===== config.mk =====
export PLATFORM = sky130hd
export DESIGN_NAME = switch_bounce_gen
export DESIGN_NICKNAME = d
export VERILOG_FILES = /design/src/rtl/switch_bounce_gen.sv
export SDC_FILE = /design/constraint.sdc
export NUM_CORES = 1
export LEC_CHECK = 0
export CORE_AREA = 2 2 61 63
export CTS_BUF_LIST = sky130_fd_sc_hd__clkbuf_4 sky130_fd_sc_hd__clkbuf_8
export DETAILED_ROUTE_END_ITERATION = 8
export DIE_AREA = 0 0 63 65
export HOLD_SLACK_MARGIN = 0.02
export PLACE_DENSITY = 0.76
export SYNTH_ARGS = -nofsm -noshare
export SYNTH_HDL_FRONTEND = slang
export SYNTH_SLANG_ARGS = --single-unit
export TNS_END_PERCENT = 100

===== constraint.sdc =====
create_clock -name clk -period 3 [get_ports clk]
set_clock_uncertainty 0.2 [all_clocks]
set_input_delay 0.3 -clock clk [delete_from_list [all_inputs] [get_ports clk]]
set_output_delay 0.3 -clock clk [all_outputs]
set_load 0.1 [all_outputs]

===== src/rtl/switch_bounce_gen.sv =====
// Mechanical-contact bounce emulator: drives sw_out through a bounded glitch burst before settling on target.
// Define SWITCH_BOUNCE_GEN_LFSR_EN to draw each glitch period from the LFSR instead of the fixed DWELL.
module switch_bounce_gen #(
    parameter int unsigned BOUNCE_LEN = 500000,
    parameter int unsigned DWELL      = 37,
    parameter logic [15:0] SEED       = 16'hACE1
) (
    input  logic clk,
    input  logic reset,
    input  logic target,
    output logic sw_out,
    output logic busy,
    output logic done_tick
);

    localparam logic [15:0] LFSR_INIT  = (SEED == 16'h0000) ? 16'hACE1 : SEED;
    localparam logic [19:0] WIN_RELOAD = 20'(BOUNCE_LEN - 1);
    localparam logic [7:0]  DWELL_FIX  = 8'(DWELL - 1);
    // Right-shifting Galois form of x^16 + x^14 + x^13 + x^11 + 1
    localparam logic [15:0] LFSR_TAPS  = 16'hB400;

    typedef enum logic [1:0] {
        IDLE   = 2'b00,
        BOUNCE = 2'b01
    } state_t;

    state_t      state;
    logic        level_reg;
    logic        new_level;
    logic [19:0] win;
    logic [7:0]  dwell;
    logic [15:0] lfsr;
    logic [7:0]  reload;

    function automatic logic [15:0] lfsr_next(input logic [15:0] cur);
        return {1'b0, cur[15:1]} ^ (cur[0] ? LFSR_TAPS : 16'h0000);
    endfunction

`ifdef SWITCH_BOUNCE_GEN_LFSR_EN
    // Forcing bit 0 high keeps every glitch period odd and nonzero
    assign reload = {lfsr[7:1], 1'b1} - 8'd1;
`else
    assign reload = DWELL_FIX;
`endif

    always_ff @(posedge clk or posedge reset) begin
        if (reset) begin
            state     <= IDLE;
            level_reg <= 1'b0;
            new_level <= 1'b0;
            win       <= '0;
            dwell     <= '0;
            lfsr      <= LFSR_INIT;
            sw_out    <= 1'b0;
            busy      <= 1'b0;
            done_tick <= 1'b0;
        end else begin
            lfsr      <= lfsr_next(lfsr);
            done_tick <= 1'b0;
            case (state)
                IDLE: begin
                    if (target != level_reg) begin
                        new_level <= target;
                        win       <= WIN_RELOAD;
                        dwell     <= reload;
                        sw_out    <= ~sw_out;
                        busy      <= 1'b1;
                        state     <= BOUNCE;
                    end else begin
                        sw_out <= level_reg;
                        busy   <= 1'b0;
                    end
                end
                BOUNCE: begin
                    if (target != new_level) begin
                        // A new command restarts the whole window, even if it returns to level_reg
                        new_level <= target;
                        win       <= WIN_RELOAD;
                        dwell     <= reload;
                        sw_out    <= ~sw_out;
                        busy      <= 1'b1;
                    end else if (win == 20'd0) begin
                        sw_out    <= new_level;
                        level_reg <= new_level;
                        done_tick <= 1'b1;
                        busy      <= 1'b0;
                        state     <= IDLE;
                    end else begin
                        win <= win - 20'd1;
                        if (dwell == 8'd0) begin
                            sw_out <= ~sw_out;
                            dwell  <= reload;
                        end else begin
                            dwell <= dwell - 8'd1;
                        end
                    end
                end
                default: begin
                    state  <= IDLE;
                    sw_out <= level_reg;
                    busy   <= 1'b0;
                end
            endcase
        end
    end

endmodule

==> results_dict.tcl <==
set metrics [dict create \
    drt_iter0_drc 187 \
    netlist_area_mm2 0.00200 \
    place.gp.congestion 0.885 \
    fp.dieArea_mm2 0.00410 \
    crit_required_ns 3.09 \
    die_x_um 63 \
    avgViaCountPerCell 5.95 \
    drv_cap 0 \
    postPlaceCellArea_mm2 0.00210 \
    yosysSeqAreaShare_pct 42.6 \
    cp_max_fo 10 \
    grt_max_degree 35 \
    syn_inst 221 \
    crit_arrival_ns 2.59 \
    synth_nets 228 \
    p_leak_nw 0.820 \
    grt_pass1_vias 1559 \
    num_vias 1660 \
    r2r_setup_slack_ns 0.50 \
    r2r_cells 6 \
    largest_reg_flops 20 \
    critPathCaptureType "flop" \
    max_freq_ghz 0.400 \
    cts.hold.buffers_added 0 \
    cts_root_buffer "clkbuf_4" \
    clkTransAtPathRegs_ns 0.11 \
    synth-async-reset-ratio_pct 100 \
    tightestPinTransition_ns 0.744 \
    nNetsFinal 237 \
    path_class "reg2reg" \
    wl_per_cell_um 14.8 \
    ys_top_cells_by_area "dfrtp_1 43%, nand2_1 4.1%, a21oi_1 3.8%, nor2_1 3.6%, xnor2_1 2.6%" \
    syn_area_per_cell_um2 9.04 \
    grt.total_usage_pct 23.6 \
    drt_pass1_iterations 4 \
    design_area_mm2 0.00217 \
    drcViolationCount 0 \
    synth_edf_count 0 \
    maxSlewViolCount 0 \
    multi_input_area_mm2 0.00106 \
    synth_top_area_share_pct 42.6 \
    syn_to_final_growth_pct 8.83 \
    wl_mm 4.13 \
    synth-seq-cells 34 \
    synth_top_cell_by_area "dfrtp_1" \
    worstReg2RegEnd "dwell[5]" \
    period_needed_ns 2.50 \
    report.final.hold_viol_count 0 \
    grt_pass1_wl_mm 7.40 \
    top_register "win" \
    power_density_mw_per_mm2 521 \
    r2r-start "dwell[0]" \
    antenna_cells 0 \
    ant_nets 0 \
    status "finished, final reports clean" \
    htree_levels 2 \
    post_cts_resized 0 \
    startpoint_type "flop" \
    die_h_um 65 \
    drive_above_1_share_pct 12.6 \
    finalSetupViolations 0 \
    top_regs "win x20, dwell x8" \
    max-slew-margin-rel_pct 50.2 \
    ys_types 51 \
    ios 6 \
    synth_top_flop_cell "dfrtp_1" \
    fin_crit_sh_pct 83.4 \
    cts-buffers-inserted 5 \
    start_util_pct 57.2 \
    ys_warn_count 0 \
    clkLatencyLatePin_ns 0.35 \
    portBuffers 5 \
    n_fill_cell 307 \
    cts_max_path_buffers 2 \
    rsz0062_at_grt "false" \
    cts_setup_buffers 0 \
    dp_hpwl_mm 3.07 \
    cts_tree "yes" \
    setup-tns-final_ns 0 \
    ir_worst_vdd_mv 0.317 \
    core-area_mm2 0.00350 \
    min_path_type "in2async" \
    area.sequential_um2 851 \
    cts.sinks 34 \
    antenna_found_initial 0 \
    num_rows 22 \
    grt_remaining_overflow 0 \
]
-- worst max path at each step --
| stage | from | endpoint |
|---|---|---|
| finish | dwell[0] | dwell[5] |
| global route | dwell[0] | dwell[5] |
| global placement | target | win[14] |
| detailed placement | target | dwell[2] |
| floorplan | win[11] | win[18] |
| CTS | dwell[0] | dwell[5] |
-- per-stage QoR --
step / std cells / utilization (%) / setup WS, ns / power (mW) / hold slack (ns)
6_report: 279 / 62.2 / 0.498 / 1.13 / 0.124
5_1_grt: 279 / 62.2 / 0.371 / 1.20 / 0.171
4_1_cts: 279 / 62.2 / 0.521 / 1.14 / 0.137
3_5_place_dp: 271 / 60.0 / 0.317 / 0.809 / 0.279
3_3_place_gp: 271 / 60.0 / 0.348 / 0.804 / 0.279
2_1_floorplan: 221 / - / 0.825 / 0.748 / 0.240
-- synth_stat cells (2+ instances only) --
master / instances
or3_1: 6
o21ai_0: 6
o211ai_1: 3
buf_2: 3
nand2b_1: 3
ha_1: 4
and2_1: 2
o31ai_1: 5
o22a_1: 2
and3_1: 3
or4_1: 6
xor2_1: 3
inv_1: 13
nand3_1: 8
dfrtp_1: 34
clkbuf_1: 3
o21ai_1: 9
nor2_1: 19
nor4_2: 2
nor2b_1: 2
a21oi_1: 15
nor3_1: 7
nand4_1: 4
a31oi_1: 2
a2111oi_0: 3
or2_2: 2
nand2_1: 22
xnor2_1: 6
o2111ai_1: 2
-- final cells by class --
| cell class | count | share of cell area, % |
|---|---|---|
| Clock buffer | 5 | 1.73 |
| Clock inverter | 3 | 1.84 |
| Inverter | 14 | 2.42 |
| Multi-Input combinational cell | 166 | 48.8 |
| Sequential cell | 34 | 39.1 |
| Tap cell | 48 | 2.76 |
| Timing Repair Buffer | 9 | 3.34 |
-- layout by cell type (no fill, tap or decap), types with 7 or more instances in the layout --
master   Yosys  routed
o21ai_1      9       9
nand2_1     22      22
a21oi_1     15      15
nor3_1       7       7
dfrtp_1     34      34
nor2_1      19      19
nand3_1      8       8
buf_4        1       7
inv_1       13      13
-- routing by layer --
metal | routed length, µm | global-route usage, %
met1 | 1970 | 32.1
met2 | 1880 | 35.5
met3 | 208 | 6.08
met4 | 79 | 10.8
met5 | 0 | 0
-- worst max-delay path: stages (launching register included) --
cell       delay, ns
dfrtp_1         0.44
inv_1           0.12
ha_1            0.16
or4b_1          0.43
o211ai_1        0.59
nand2b_2        0.33
a2bb2oi_1       0.17
-- cell families after synthesis --
logic type | after synthesis | share of synthesized area (%)
xor+xnor | 9 | 3.95
flops | 34 | 42.6
compound gates | 57 | 19.4
mux | 1 | 0.564
fa+ha+maj | 4 | 2.50
simple gates | 95 | 26.7
buf+inv | 21 | 4.32
-- where the power goes --
group          internal [mW]  switching, mW  leakage, nW  total (mW)
logic                 0.0863          0.177        0.384       0.263
registers              0.496         0.0393        0.390       0.536
clock network          0.172          0.161       0.0450       0.334
total                  0.755          0.378        0.820        1.13
(Power assumes the default switching activity.)
